## src/rtl/uart_byte_tx.sv

```systemverilog
// uart_byte_tx: byte-oriented 8N1 serial transmitter.
// The request is level-sensitive: while `transmit` stays high, frames go out
// back to back, and `data` is sampled at the end of each LOAD window.
// Optional feature macro: UART_PARITY_EN (adds an even-parity bit, 11-bit frame).
module uart_byte_tx #(
    parameter int unsigned CLKS_PER_BIT = 10417,
    parameter int unsigned LOAD_DELAY   = 4
) (
    input  logic       sys_clk,
    input  logic       uart_reset,
    input  logic       transmit,
    input  logic [7:0] data,
    output logic       TxD,
    output logic       done
);

    localparam int unsigned CW = (CLKS_PER_BIT > 1) ? $clog2(CLKS_PER_BIT) : 1;

`ifdef UART_PARITY_EN
    typedef enum logic [2:0] {
        IDLE, LOAD, START, DATA, STOP, DONE, PARITY
    } state_t;
`else
    typedef enum logic [2:0] {
        IDLE, LOAD, START, DATA, STOP, DONE
    } state_t;
`endif

    state_t          r_state;
    logic [CW-1:0]   r_clk_cnt;
    logic [7:0]      r_load_cnt;
    logic [2:0]      r_bit_idx;
    logic [7:0]      r_shift;
    logic            r_txd;
    logic            r_done;
    logic            w_bit_end;
    logic            w_load_end;

    assign w_bit_end  = (r_clk_cnt == CW'(CLKS_PER_BIT - 1));
    assign w_load_end = (r_load_cnt == 8'(LOAD_DELAY - 1));

    assign TxD  = r_txd;
    assign done = r_done;

    // Frame sequencer: state, bit timer, latched byte and registered line outputs.
    always_ff @(posedge sys_clk) begin
        if (uart_reset) begin
            r_state    <= IDLE;
            r_clk_cnt  <= '0;
            r_load_cnt <= '0;
            r_bit_idx  <= '0;
            r_shift    <= '0;
            r_txd      <= 1'b1;
            r_done     <= 1'b0;
        end else begin
            case (r_state)
                IDLE: begin
                    r_txd      <= 1'b1;
                    r_done     <= 1'b0;
                    r_clk_cnt  <= '0;
                    r_load_cnt <= '0;
                    if (transmit) begin
                        r_state <= LOAD;
                    end
                end

                LOAD: begin
                    r_txd  <= 1'b1;
                    r_done <= 1'b0;
                    if (!transmit) begin
                        r_state    <= IDLE;
                        r_load_cnt <= '0;
                    end else if (w_load_end) begin
                        // Byte is captured here and held for the whole frame.
                        r_shift    <= data;
                        r_bit_idx  <= '0;
                        r_clk_cnt  <= '0;
                        r_load_cnt <= '0;
                        r_txd      <= 1'b0;
                        r_state    <= START;
                    end else begin
                        r_load_cnt <= r_load_cnt + 8'd1;
                    end
                end

                START: begin
                    if (w_bit_end) begin
                        r_clk_cnt <= '0;
                        r_bit_idx <= '0;
                        r_txd     <= r_shift[0];
                        r_state   <= DATA;
                    end else begin
                        r_clk_cnt <= r_clk_cnt + 1'b1;
                    end
                end

                DATA: begin
                    if (w_bit_end) begin
                        r_clk_cnt <= '0;
                        if (r_bit_idx == 3'd7) begin
`ifdef UART_PARITY_EN
                            r_txd   <= ^r_shift;
                            r_state <= PARITY;
`else
                            r_txd   <= 1'b1;
                            r_state <= STOP;
`endif
                        end else begin
                            r_bit_idx <= r_bit_idx + 3'd1;
                            r_txd     <= r_shift[r_bit_idx + 3'd1];
                        end
                    end else begin
                        r_clk_cnt <= r_clk_cnt + 1'b1;
                    end
                end

`ifdef UART_PARITY_EN
                PARITY: begin
                    if (w_bit_end) begin
                        r_clk_cnt <= '0;
                        r_txd     <= 1'b1;
                        r_state   <= STOP;
                    end else begin
                        r_clk_cnt <= r_clk_cnt + 1'b1;
                    end
                end
`endif

                STOP: begin
                    if (w_bit_end) begin
                        r_clk_cnt <= '0;
                        r_txd     <= 1'b1;
                        r_done    <= 1'b1;
                        r_state   <= DONE;
                    end else begin
                        r_clk_cnt <= r_clk_cnt + 1'b1;
                    end
                end

                DONE: begin
                    r_txd <= 1'b1;
                    if (w_bit_end) begin
                        r_clk_cnt <= '0;
                        r_done    <= 1'b0;
                        r_state   <= IDLE;
                    end else begin
                        r_clk_cnt <= r_clk_cnt + 1'b1;
                    end
                end

                default: begin
                    r_state <= IDLE;
                    r_txd   <= 1'b1;
                    r_done  <= 1'b0;
                end
            endcase
        end
    end

endmodule

```

## config.mk

```make
export PLATFORM = sky130hd
export DESIGN_NAME = uart_byte_tx
export DESIGN_NICKNAME = d
export VERILOG_FILES = /design/src/rtl/uart_byte_tx.sv
export SDC_FILE = /design/constraint.sdc
export NUM_CORES = 1
export LEC_CHECK = 0
export ABC_AREA = 1
export CORE_UTILIZATION = 59
export DETAILED_ROUTE_END_ITERATION = 10
export PLACE_DENSITY_LB_ADDON = 0.25
export SLEW_MARGIN = 15
export SYNTH_ARGS = -nofsm -noshare
export SYNTH_HDL_FRONTEND = slang
export SYNTH_SLANG_ARGS = --single-unit
```

## constraint.sdc

```tcl
create_clock -name sys_clk -period 1.9 [get_ports sys_clk]
set_input_delay 0.19 -clock sys_clk [delete_from_list [all_inputs] [get_ports sys_clk]]
set_output_delay 0.19 -clock sys_clk [all_outputs]
set_load 0.01 [all_outputs]
```

==> impl_metrics.yaml <==
status:
  status: "completed"
drt:
  drtPass1Iterations: 5
  drc_errors: 0
  drt-total-wl_um: 4745
  ant_nets: 0
  vias: 2238
  viasPerCell: 5.157
  wl_per_cell_um: 10.93
  drtIter0Drc: 124
power_and_ir_drop:
  power.density_mw_per_mm2: 955.2
  ir_worst_vdd_v: 0.0005690
  leakage_nw: 1.101
placement:
  gp_congestion: 0.8992
  numPortBuffers: 12
  dpl-instance-area_sq_mm: 0.002441
  place_hpwl_um: 3512
die:
  die_h_um: 63.82
  die_x_um: 63.82
  rows: 22
  die_area_sq_mm: 0.004072
  core-area_sq_mm: 0.003661
  initial_core_util_pct: 61.59
  num_io_pins: 13
clocking:
  holdBufCountCts: 0
  clk_latency_ns: 0.29
  clockBufferDepth: 2
  clk_pin_slew_ns: 0.08
  tritoncts: "done"
  cts-buffers-inserted: 5
  postCtsSetupBuffers: 0
  root_buffer: "clkbuf_8"
  h-tree-depth: 2
  ctsResizeCount: 0
  clock-sinks: 38
logic_synthesis:
  synth_edf_count: 0
  netlist_area_sq_mm: 0.002255
  synth_cell_types: 27
  synth_nets: 383
  async_reset_ff_share_pct: 0
  ys_seq_area_share_pct: 33.74
  synth-seq-cells: 38
  synth-main-ff-cell: "dfxtp_1"
  syn_inst: 367
  synth_area_per_cell_sq_um: 6.143
  yosysWarningCount: 0
worst_hold_path:
  hold_path_class: "primary input to flop"
timing:
  timing.slew.headroom_pct: 68.82
  period_share_pct: 87.05
  max_freq_mhz: 604.6
  maxSlewViolCount: 0
  tns_ns: 0
  layout_min_cycle_time_ns: 1.654
  finClkSkew_ns: 0.008565
  holdWs_ns: 0.4854
  hold_viol: 0
  setup_viol: 0
  tightest_slew_ns: 0.4672
  rsz0062_at_grt: "no"
worst_setup_path:
  required_ns: 2.08
  cp.arrival_ns: 1.83
  path_class: "flop to flop"
  end_kind: "flop"
  start_kind: "flop"
  cp_max_fo: 6
global_routing:
  grt_pass1_vias: 2100
  antenna_found_initial: 0
  grt_max_degree: 18
  grt_pass1_wl_um: 8562
  grt-ovfl-total: 0
  grt.total_usage_pct: 26.22
layout:
  final_cell_mix: "nand2_1, nor2_1, inv_1"
  postLayoutCellArea_sq_mm: 0.002550
  n_antenna_cell: 0
  drive_above_1_share_pct: 8.549
  syn2layout_area_growth_pct: 13.10
  final_nets: 401
  layout_commonest_cell: "nand2_1"
job:
  maxCapViolCount: 0
## cell type report
class | count | area (sq um)
sequential | 38 | 760.7
clock inverter | 3 | 40.04
fill | 331 | 1111
tap | 48 | 60.06
multi-input combinational | 275 | 1286
inverter | 49 | 183.9
clock buffer | 5 | 68.82
timing repair buffer | 16 | 150.1
## cell families (layout without fill, tap and decap cells)
| group | after synthesis | count (layout) | share of synthesized area, % |
|---|---|---|---|
| fa+ha+maj | 5 | 5 | 2.775 |
| compound gates | 38 | 38 | 8.824 |
| buf+inv | 54 | 73 | 9.212 |
| simple gates | 231 | 231 | 45.06 |
| flops | 38 | 38 | 33.74 |
| xor+xnor | 1 | 1 | 0.3885 |
## registers in the layout (all words and copies together), names as in the netlist
| register | flops |
|---|---|
| r_shift | 8 |
| r_load_cnt | 8 |
| r_clk_cnt | 14 |
| r_state | 3 |
| done | 1 |
| r_bit_idx | 3 |
| TxD | 1 |
## through the flow
stage	setup WS [ns]	util [%]	power (mW)	instances
2_1_floorplan	0.4771	-	1.589	367
3_3_place_gp	0.2974	66.68	1.763	426
3_5_place_dp	0.2648	66.68	1.783	426
4_1_cts	0.2424	69.65	2.452	434
5_1_grt	0.05052	69.65	2.623	434
6_report	0.2460	69.65	2.436	434
## worst max-delay path, stage by stage (launching register included)
cell and delay [ns]:
dfxtp_1 0.38, inv_1 0.10, ha_1 0.24, nand2_1 0.07, inv_1 0.03, nand3_1 0.06
inv_1 0.04, nand2_1 0.17, nand2_1 0.11, nand2_1 0.16, nand2_1 0.08, nand2_1 0.06
nor2_1 0.04
## cell usage after synthesis, types with 2 or more instances
cell type	number	share of area (%)
nand3b_1	2	0.67
dfxtp_1	38	34
nor3b_1	2	0.67
nand2_2	5	1.4
nor3_1	5	1.1
nor2_1	62	10
nand2_1	99	16
o21ai_0	14	3.1
or2_2	2	0.55
ha_1	5	2.8
inv_2	6	1.0
a21oi_1	20	4.4
nand4_1	13	3.6
inv_1	43	7.2
nor2_2	4	1.1
nand3_1	34	7.5
clkbuf_1	3	0.50
## power by group
| group | internal, mW | total (mW) | switching (mW) | leakage [nW] |
|---|---|---|---|---|
| registers | 0.858 | 0.926 | 0.0684 | 0.308 |
| logic | 0.279 | 0.839 | 0.559 | 0.735 |
| clock network | 0.386 | 0.671 | 0.285 | 0.0579 |
## metal layers
metal,track usage [%],up-vias,routed length [um]
met5,0,-,0
met4,7.102,0,22
met3,5.179,3,98
met2,48.67,26,2406
met1,30.13,1001,2218
li1,-,1208,-
## final timing paths
check                        startpoint                    endpoint  slack, ns  depth (start not counted)
max reg2reg   r_clk_cnt[0]$_SDFFE_PP0P_     r_state[0]$_SDFFE_PP0P_       0.25                         12
min                             data[0]     r_shift[0]$_SDFFE_PP0P_       0.49                          3
min reg2reg  r_load_cnt[6]$_SDFFE_PP0P_  r_load_cnt[6]$_SDFFE_PP0P_       0.49                          2
max           r_clk_cnt[0]$_SDFFE_PP0P_     r_state[0]$_SDFFE_PP0P_       0.25                         12
(Power assumes the default switching activity.)
